==> src/rtl/sensor_pkg.sv <==
`default_nettype none
// ============================================================================
// Module   : sensor_pkg
// Purpose  : Shared state encoding, default phase lengths and exposure limits
//            for the pixel-array frame sequencer.
// Revision : 1.0 - initial release
// ============================================================================
package sensor_pkg;

    typedef enum logic [2:0] {
        ST_IDLE    = 3'd0,
        ST_ERASE   = 3'd1,
        ST_EXPOSE  = 3'd2,
        ST_CONVERT = 3'd3,
        ST_READ1   = 3'd4,
        ST_READ2   = 3'd5
    } state_e;

    localparam int c_erase_cycles_def   = 5;
    localparam int c_convert_cycles_def = 255;
    localparam int c_read_cycles_def    = 5;
    localparam int c_exp_default_def    = 16;

    localparam logic [5:0] c_exp_min = 6'd2;
    localparam logic [5:0] c_exp_max = 6'd63;

    // Saturating exposure step; opposing requests cancel each other.
    function automatic logic [5:0] exp_step(
        input logic [5:0] cur,
        input logic       inc,
        input logic       dec
    );
        logic [5:0] nxt;
        nxt = cur;
        if (inc && !dec && (cur < c_exp_max)) begin
            nxt = cur + 6'd1;
        end else if (dec && !inc && (cur > c_exp_min)) begin
            nxt = cur - 6'd1;
        end
        return nxt;
    endfunction

endpackage
`default_nettype wire

==> src/rtl/cycle_timer.sv <==
`default_nettype none
// ============================================================================
// Module   : cycle_timer
// Purpose  : Loadable 8-bit down-counter that stops at zero and flags it.
// Revision : 1.0 - initial release
// ============================================================================
module cycle_timer (
    input  logic       clk,
    input  logic       reset,
    input  logic       i_load,
    input  logic [7:0] i_load_val,
    output logic       o_zero
);

    logic [7:0] count_q;
    logic [7:0] count_d;

    always_comb begin
        count_d = count_q;
        if (i_load) begin
            count_d = i_load_val;
        end else if (count_q != 8'd0) begin
            count_d = count_q - 8'd1;
        end
    end

    always_ff @(posedge clk or posedge reset) begin
        if (reset) begin
            count_q <= 8'd0;
        end else begin
            count_q <= count_d;
        end
    end

    assign o_zero = (count_q == 8'd0);

endmodule
`default_nettype wire

==> src/rtl/sensor_sequencer.sv <==
`default_nettype none
// ============================================================================
// Module   : sensor_sequencer
// Purpose  : Frame sequencer driving erase, expose, convert and two-row
//            readout strobes, with an IDLE-only adjustable exposure length.
// Revision : 1.0 - initial release
// ============================================================================
module sensor_sequencer
    import sensor_pkg::*;
#(
    parameter int ERASE_CYCLES   = c_erase_cycles_def,
    parameter int CONVERT_CYCLES = c_convert_cycles_def,
    parameter int READ_CYCLES    = c_read_cycles_def,
    parameter int EXP_DEFAULT    = c_exp_default_def
) (
    input  logic       clk,
    input  logic       reset,
    input  logic       init,
    input  logic       exp_inc,
    input  logic       exp_dec,
    output logic [5:0] exposecycles,
    output logic       erase,
    output logic       expose,
    output logic       convert,
    output logic       read_row1,
    output logic       read_row2,
    output logic       busy,
    output logic       frame_done
);

    localparam logic [7:0] c_erase_load   = 8'(ERASE_CYCLES - 1);
    localparam logic [7:0] c_convert_load = 8'(CONVERT_CYCLES - 1);
    localparam logic [7:0] c_read_load    = 8'(READ_CYCLES - 1);
    localparam logic [5:0] c_exp_reset    = 6'(EXP_DEFAULT);

    state_e     state_q;
    state_e     state_d;
    logic [5:0] exp_q;
    logic [5:0] exp_d;

    logic       timer_load;
    logic [7:0] timer_load_val;
    logic       timer_zero;

    logic erase_q,     erase_d;
    logic expose_q,    expose_d;
    logic convert_q,   convert_d;
    logic read_row1_q, read_row1_d;
    logic read_row2_q, read_row2_d;
    logic busy_q,      busy_d;
    logic frame_done_q, frame_done_d;

    cycle_timer u_cycle_timer (
        .clk        (clk),
        .reset      (reset),
        .i_load     (timer_load),
        .i_load_val (timer_load_val),
        .o_zero     (timer_zero)
    );

    // State register
    always_ff @(posedge clk or posedge reset) begin
        if (reset) begin
            state_q <= ST_IDLE;
        end else begin
            state_q <= state_d;
        end
    end

    // Next-state logic; each phase entry loads its length minus one.
    always_comb begin
        state_d        = state_q;
        timer_load     = 1'b0;
        timer_load_val = 8'd0;
        case (state_q)
            ST_IDLE: begin
                if (init) begin
                    state_d        = ST_ERASE;
                    timer_load     = 1'b1;
                    timer_load_val = c_erase_load;
                end
            end
            ST_ERASE: begin
                if (timer_zero) begin
                    // exp_q is frozen outside IDLE, so this load latches the frame's exposure.
                    state_d        = ST_EXPOSE;
                    timer_load     = 1'b1;
                    timer_load_val = {2'b00, exp_q} - 8'd1;
                end
            end
            ST_EXPOSE: begin
                if (timer_zero) begin
                    state_d        = ST_CONVERT;
                    timer_load     = 1'b1;
                    timer_load_val = c_convert_load;
                end
            end
            ST_CONVERT: begin
                if (timer_zero) begin
                    state_d        = ST_READ1;
                    timer_load     = 1'b1;
                    timer_load_val = c_read_load;
                end
            end
            ST_READ1: begin
                if (timer_zero) begin
                    state_d        = ST_READ2;
                    timer_load     = 1'b1;
                    timer_load_val = c_read_load;
                end
            end
            ST_READ2: begin
                if (timer_zero) begin
                    state_d = ST_IDLE;
                end
            end
            default: begin
                state_d = ST_IDLE;
            end
        endcase
    end

    // Output decode from the next state so every strobe comes straight off a flop.
    always_comb begin
        erase_d      = (state_d == ST_ERASE);
        expose_d     = (state_d == ST_EXPOSE);
        convert_d    = (state_d == ST_CONVERT);
        read_row1_d  = (state_d == ST_READ1);
        read_row2_d  = (state_d == ST_READ2);
        busy_d       = (state_d != ST_IDLE);
        frame_done_d = (state_q == ST_READ2) && (state_d == ST_IDLE);
    end

    always_comb begin
        exp_d = exp_q;
        if (state_q == ST_IDLE) begin
            exp_d = exp_step(exp_q, exp_inc, exp_dec);
        end
    end

    always_ff @(posedge clk or posedge reset) begin
        if (reset) begin
            exp_q        <= c_exp_reset;
            erase_q      <= 1'b0;
            expose_q     <= 1'b0;
            convert_q    <= 1'b0;
            read_row1_q  <= 1'b0;
            read_row2_q  <= 1'b0;
            busy_q       <= 1'b0;
            frame_done_q <= 1'b0;
        end else begin
            exp_q        <= exp_d;
            erase_q      <= erase_d;
            expose_q     <= expose_d;
            convert_q    <= convert_d;
            read_row1_q  <= read_row1_d;
            read_row2_q  <= read_row2_d;
            busy_q       <= busy_d;
            frame_done_q <= frame_done_d;
        end
    end

    assign exposecycles = exp_q;
    assign erase        = erase_q;
    assign expose       = expose_q;
    assign convert      = convert_q;
    assign read_row1    = read_row1_q;
    assign read_row2    = read_row2_q;
    assign busy         = busy_q;
    assign frame_done   = frame_done_q;

endmodule
`default_nettype wire

==> config.mk <==
export PLATFORM = sky130hd
export DESIGN_NAME = sensor_sequencer
export DESIGN_NICKNAME = d
export VERILOG_FILES = /design/src/rtl/sensor_pkg.sv /design/src/rtl/cycle_timer.sv /design/src/rtl/sensor_sequencer.sv
export SDC_FILE = /design/constraint.sdc
export NUM_CORES = 1
export LEC_CHECK = 0
export CAP_MARGIN = 0
export CORE_MARGIN = 2
export CORE_UTILIZATION = 55
export CTS_CLUSTER_SIZE = 16
export DETAILED_ROUTE_END_ITERATION = 16
export PLACE_DENSITY = 0.79
export SLEW_MARGIN = 0
export SYNTH_ARGS = -nofsm -noshare
export SYNTH_HDL_FRONTEND = slang
export SYNTH_SLANG_ARGS = --single-unit
==> constraint.sdc <==
create_clock -name clk -period 3.81 [get_ports clk]
set_clock_uncertainty 0.05 [all_clocks]
set_input_delay 0.381 -clock clk [delete_from_list [all_inputs] [get_ports clk]]
set_output_delay 0.381 -clock clk [all_outputs]
set_load 0.005 [all_outputs]
==> out/qor.txt, run 1 <==
Arr. time, crit path: 2.94 ns
Max-slew violations: 0
Row count: 18
Setup bufs post-CTS: 0
Worst-Margin Slew: 0.908 ns
Most frequent CP cell: ha_1
Status: finished, final reports clean
RSZ-0062 raised after global routing: no
Setup CP Type: flip-flop to flip-flop
Initial DRC count: 49
GP Congestion: 0.824
Chip Height: 56.1 µm
Layout cells sized above 1: 0.0629
Startpoint Class: flip-flop
Hold slack: 0.491 ns
Commonest non-fill, non-tap cells in the layout: 23 x dfrtp_1, 19 x nor2_1, 17 x clkdlybuf4s50_1
Peak supply drop: 615 µV
Total Power: 1.40 mW
WL per Instance: 14.6 µm
R2r setup slk: 1.06 ns
Tmin final: 2.75 ns
P_leak: 0.749 nW
CP Cell Sequence: ha_1, a311oi_2, inv_1, ha_1, a211oi_1, o21bai_1, a21oi_1, mux2i_1, xnor2_1
Final Non-Filler Cells: 205
Critical Path Sink Type: flip-flop
Final-report hold violation count: 0
Hold WC Path Type: primary input to async pin
Post-Route Setup TNS: 0 ns
Headroom to the max-slew limit: 0.394
Chip Width: 56.1 µm
# fillers: 208
CP Max Fanout: 9
# Max-Cap Violations: 0
Crit path largest cell delay: 0.53 ns
Antenna-violating nets left: 0
Clock latency on the worst-skew pair: 0.31 ns
Final period utilization: 0.722
WL final: 2.99 mm
Post-Syn Area: 0.00149 mm²
Seq cells post-synth: 24
Maximum buffer depth of the clock tree: 2
TritonCTS Buffers: 3
Syn_area_per_cell: 9.43 µm²
First-pass GRT wire length: 5.38 mm
Crit path max-delay cell type: dfrtp_1
Clock Sinks: 24
Port Buffers: 17
Placed Cells: 201
Nets: 190
Final setup viols: 0
Syn_nets: 172
Final worst setup slack: 1.06 ns
CTS tree: yes
Initial antenna violation count: 0
Yosys warnings: 0
Via Count: 1176
CTS Root Cell: clkbuf_4
Congestion Overflow GR: 0
Area growth from synthesis to layout: 16.4%
Commonest non-fill, non-tap cell in the layout: dfrtp_1
Initial Util: 0.591
Core ar.: 0.00252 mm²
Seq/Total Area, Yosys: 0.404
Residual DRC: 0
GRT Overall Usage: 0.211
H-Tree Depth: 1
Critical path data required time: 4.00 ns
Max Clk Rate: 0.364 GHz
ANT cells: 0
Netlist cell types: 44
Pre-antenna DRT Iters: 4
Pre-CTS WS: 0.978 ns
CTS Hold Bufs: 0
Die ar.: 0.00314 mm²
Mapped Cells: 158
DP HPWL: 2.24 mm
Via/cell ratio: 5.74
CTS resizes: 0
I/O pin count: 18
Pin count of the biggest net entering global routing: 25
Vias in the first global route: 1184
Clock-pin slew on the worst setup and hold paths: 0.13 ns
Pwr dens: 808 mW/mm²
==> cell families after synthesis <==
| group | count (synthesis) | synth area share |
|---|---|---|
| buffers and inverters | 11 | 0.0285 |
| muxes | 6 | 0.0437 |
| adders and majority gates | 9 | 0.0806 |
| DFF | 24 | 0.404 |
| AOI/OAI and AO/OA | 39 | 0.176 |
| and+or+nand+nor | 53 | 0.173 |
| xor gates and xnor gates | 16 | 0.0940 |
==> cell type report <==
type                    instances  area (µm²)  area share
multi-input cells             123         846       0.488
flip-flops and latches         24         602       0.347
repair buffers                 17         170      0.0981
well taps                      30        37.5      0.0216
clock inverters                 1        30.0      0.0173
inverters                       7        26.3      0.0152
clock buffers                   3        22.5      0.0130
==> per-layer routing <==
| layer | up-vias | share of wire | GRT usage |
|---|---|---|---|
| li1 | 593 | - | - |
| met1 | 560 | 0.49 | 0.293 |
| met2 | 21 | 0.48 | 0.348 |
| met3 | 2 | 0.026 | 0.0256 |
| met4 | 0 | 0.0043 | 0.0578 |
| met5 | - | 0 | 0 |
==> path summary, 6_finish.rpt <==
kind,start,end,cells past startpoint
max,exposecycles[0]$_DFFE_PP0P_,exposecycles[5]$_DFFE_PP0P_,9
min,reset,u_cycle_timer.count_q[6]$_DFFE_PP0P_,2
max reg2reg,exposecycles[0]$_DFFE_PP0P_,exposecycles[5]$_DFFE_PP0P_,9
min reg2reg,exposecycles[5]$_DFFE_PP0P_,exposecycles[5]$_DFFE_PP0P_,1
max in group asynchronous,reset,u_cycle_timer.count_q[5]$_DFFE_PP0P_,2
min in group clk,exposecycles[5]$_DFFE_PP0P_,exposecycles[5]$_DFFE_PP0P_,1
==> Yosys cell counts (all sizes together) <==
cell / instances / area, µm²
a211oi: 1 / 7.51
a21boi: 1 / 7.51
a21o: 2 / 15.0
a21oi: 9 / 45.0
a22oi: 1 / 7.51
a311oi: 1 / 15.0
a31oi: 2 / 12.5
and2: 3 / 18.8
and3: 2 / 13.8
buf: 2 / 8.75
clkbuf: 2 / 7.51
dfrtp: 23 / 576
dfstp: 1 / 26.3
fa: 1 / 20.0
ha: 8 / 100
inv: 7 / 26.3
mux2: 4 / 45.0
mux2i: 2 / 20.0
nand2: 10 / 37.5
nand2b: 2 / 12.5
nand3: 3 / 15.0
nand4: 1 / 6.26
nor2: 19 / 71.3
nor2b: 2 / 12.5
nor3: 6 / 35.0
nor3b: 1 / 7.51
o211a: 1 / 10.0
o21a: 1 / 7.51
o21ai: 11 / 66.3
o21bai: 1 / 7.51
o221a: 1 / 11.3
o221ai: 1 / 8.76
o22ai: 3 / 18.8
o31ai: 3 / 22.5
or2: 1 / 6.26
or3: 1 / 6.26
or4: 2 / 15.0
xnor2: 10 / 87.6
xor2: 6 / 52.6
==> registers in the layout, summed over array words and instances (netlist names) <==
register / count
busy: 1
frame_done: 1
state_q: 3
expose: 1
u_cycle_timer.count_q: 8
read_row2: 1
read_row1: 1
exposecycles: 6
erase: 1
convert: 1
==> power breakdown <==
group / switching [mW] / total [mW] / internal (mW)
Combinational: 0.329 / 0.692 / 0.364
Sequential: 0.169 / 0.526 / 0.356
Clock: 0.0762 / 0.183 / 0.106
==> metrics by stage <==
step | utilization | instance area (µm²)
2_1_floorplan | - | 1490
3_3_place_gp | 0.667 | 1680
3_5_place_dp | 0.667 | 1680
4_1_cts | 0.688 | 1730
5_1_grt | 0.688 | 1730
6_report | 0.688 | 1730
==> worst max-delay path: cells and delay by family, from the launching register on <==
kind,cells,cell delay (ns)
AO/OA/AOI/OAI,4,0.92
XOR/XNOR,1,0.13
adder cells (fa/ha/maj),2,0.60
buffers and inverters,1,0.20
flip-flops,1,0.53
multiplexers,1,0.25
Note: power is estimated with default switching activity, not from simulation.
==> run 2, diff against run 1 <==
Clock period 3.81 ns to 2.6 ns, I/O delays scaled along.
==> run 2 against run 1 <==
Effect of this change: count of clock-buffer cells in the layout grew 1; largest cell class unchanged; via count grew 4.4%; die area is the same; critical path type unchanged; worst setup slack lost 0.94 ns; core utilization grew 1.7 points; cell count grew 3.9%; register-to-register slack lost 0.94 ns; routed wire length grew 8.0%; critical endpoint unchanged.
==> out/qor.txt, run 2 (same netlist as run 1, synthesis figures left out) <==
P_leak: 0.782 nW (was 0.749 nW)
Clock Sinks: 24 (unchanged)
Setup bufs post-CTS: 0 (unchanged)
Startpoint Class: flip-flop (unchanged)
Maximum buffer depth of the clock tree: 2 (unchanged)
Max Clk Rate: 0.403 GHz (was 0.364 GHz)
Vias in the first global route: 1239 (was 1184)
Congestion Overflow GR: 0 (unchanged)
CTS resizes: 0 (unchanged)
Worst Path Buf+Inv: 1 (unchanged)
Critical path data required time: 2.80 ns (was 4.00 ns)
Clock latency on the worst-skew pair: 0.32 ns (was 0.31 ns)
Nets: 198 (was 190)
Core ar.: 0.00252 mm² (unchanged)
Commonest non-fill, non-tap cell in the layout: dfrtp_1 (unchanged)
Critical R2R Launch: exposecycles[4]$_DFFE_PP1P_ (was exposecycles[0]$_DFFE_PP0P_)
Crit path max-delay cell type: dfstp_2 (was dfrtp_1)
Final period utilization: 0.953 (was 0.722)
Pwr dens: 1170 mW/mm² (was 808 mW/mm²)
R2R depth: 9 (unchanged)
Post-Route Setup TNS: 0 ns (unchanged)
Comb pwr share: 0.575 (was 0.494)
DP HPWL: 2.46 mm (was 2.24 mm)
Residual DRC: 0 (unchanged)
H-Tree Depth: 1 (unchanged)
Top reg by flops: u_cycle_timer.count_q (unchanged)
Setup CP Type: flip-flop to flip-flop (unchanged)
RSZ-0062 raised after global routing: no (unchanged)
Chip Width: 56.1 µm (unchanged)
Pin count of the biggest net entering global routing: 25 (unchanged)
CTS tree: yes (unchanged)
Hold WC Path Type: primary input to async pin (unchanged)
Tmin final: 2.48 ns (was 2.75 ns)
Number of flip-flops in the largest register: 8 (unchanged)
I/O pin count: 18 (unchanged)
Part of the power in the clock network: 0.096 (was 0.130)
Seq pwr share: 0.329 (was 0.375)
Worst-Margin Slew: 0.632 ns (was 0.908 ns)
CP Max Fanout: 7 (was 9)
Critical Path Sink Type: flip-flop (unchanged)
First-pass GRT wire length: 5.59 mm (was 5.38 mm)
WL per Instance: 15.2 µm (was 14.6 µm)
Sw power: 0.875 mW (was 0.574 mW)
Layout cells sized above 1: 0.104 (was 0.0629)
Via Count: 1228 (was 1176)
Critical path depth: 9 (unchanged)
Port Buffers: 17 (unchanged)
Arr. time, crit path: 2.68 ns (was 2.94 ns)
Die ar.: 0.00314 mm² (unchanged)
Clock-pin slew on the worst setup and hold paths: 0.13 ns (about the same)
# Max-Cap Violations: 0 (unchanged)
CTS Hold Bufs: 0 (unchanged)
CP Cell Sequence: and3_2, a311oi_2, inv_1, ha_1, a211oi_1, o21bai_1, a21oi_1, mux2i_1, xnor2_1 (was ha_1, a311oi_2, inv_1, ha_1, a211oi_1, o21bai_1, a21oi_1, mux2i_1, xnor2_1)
Via/cell ratio: 5.77 (was 5.74)
Initial Util: 0.591 (unchanged)
Final-report hold violation count: 0 (unchanged)
R2r setup slk: 0.12 ns (was 1.06 ns)
Initial antenna violation count: 0 (unchanged)
Critical path launch point: exposecycles[4]$_DFFE_PP1P_ (was exposecycles[0]$_DFFE_PP0P_)
GP Congestion: 0.814 (was 0.824)
Antenna-violating nets left: 0 (unchanged)
CTS Root Cell: clkbuf_4 (unchanged)
Chip Height: 56.1 µm (unchanged)
Status: finished, final reports clean (unchanged)
GRT Overall Usage: 0.225 (was 0.211)
Area growth from synthesis to layout: 19.3% (was 16.4%)
FF-to-FF End: exposecycles[5]$_DFFE_PP0P_ (unchanged)
Final setup viols: 0 (unchanged)
Final core occ: 0.705 (was 0.688)
Row count: 18 (unchanged)
Crit path largest cell delay: 0.43 ns (was 0.53 ns)
Top delay family on crit path: compound AO/OA/AOI/OAI gates (unchanged)
Initial DRC count: 63 (was 49)
TritonCTS Buffers: 3 (unchanged)
Sw frac: 0.422 (was 0.410)
Peak supply drop: 920 µV (was 615 µV)
Commonest non-fill, non-tap cells in the layout: 23 x dfrtp_1, 19 x nor2_1, 17 x clkdlybuf4s50_1 (unchanged)
Max-slew violations: 0 (unchanged)
Int Power: 1.20 mW (was 0.826 mW)
ANT cells: 0 (unchanged)
Pre-antenna DRT Iters: 4 (unchanged)
Headroom to the max-slew limit: 0.577 (was 0.394)
WL final: 3.23 mm (was 2.99 mm)
-- run 2: cell type report --
type / count / area [µm²]
timing repair buffer: 25 / 230
clock buffer: 4 / 36.3
sequential: 24 / 602
tap: 30 / 37.5
inverter: 7 / 26.3
fill: 200 / 744
multi-input combinational: 123 / 846
-- run 2: through the flow --
step | worst slack (ns) | hold slack [ns] | instances | instance area, µm² | total power [mW]
detailed placement | 0.0354 | 0.522 | 209 | 1740 | 1.87
floorplan | 0.117 | 0.224 | 158 | 1490 | 1.45
global placement | 0.134 | 0.513 | 209 | 1740 | 1.80
CTS | 0.132 | 0.212 | 213 | 1780 | 2.08
global route | 0.00559 | 0.252 | 213 | 1780 | 2.25
finish | 0.121 | 0.214 | 213 | 1780 | 2.07
-- run 2: per-layer routing --
layer  global-route usage  up-vias  share of wire
met3               0.0419        7          0.045
met5                    0        -              0
met2                0.341       38           0.46
li1                     -      609              -
met1                0.313      574           0.48
met4               0.0986        0          0.021
-- run 2: worst max-delay path by stage --
stage | endpoint | slack, ns
floorplan | exposecycles[5]$_DFFE_PP0P_ | 0.12
global placement | exposecycles[5]$_DFFE_PP0P_ | 0.13
detailed placement | exposecycles[5]$_DFFE_PP0P_ | 0.04
CTS | exposecycles[5]$_DFFE_PP0P_ | 0.13
global route | exposecycles[5]$_DFFE_PP0P_ | 0.006
finish | exposecycles[5]$_DFFE_PP0P_ | 0.12
-- run 2: worst reg2reg max path, stage by stage (launching register included) --
cell      delay (ns)
dfstp_2         0.43
and3_2          0.22
a311oi_2        0.29
inv_1           0.16
ha_1            0.32
a211oi_1        0.25
o21bai_1        0.12
a21oi_1         0.18
mux2i_1         0.24
xnor2_1         0.14
-- run 2: power groups by stage --
stage	Sequential (mW)	Combinational [mW]	Clock, mW
6_report	0.682	1.19	0.198
5_1_grt	0.703	1.33	0.223
4_1_cts	0.682	1.19	0.207
3_5_place_dp	0.690	1.18	0
3_3_place_gp	0.678	1.12	0
2_1_floorplan	0.690	0.759	0
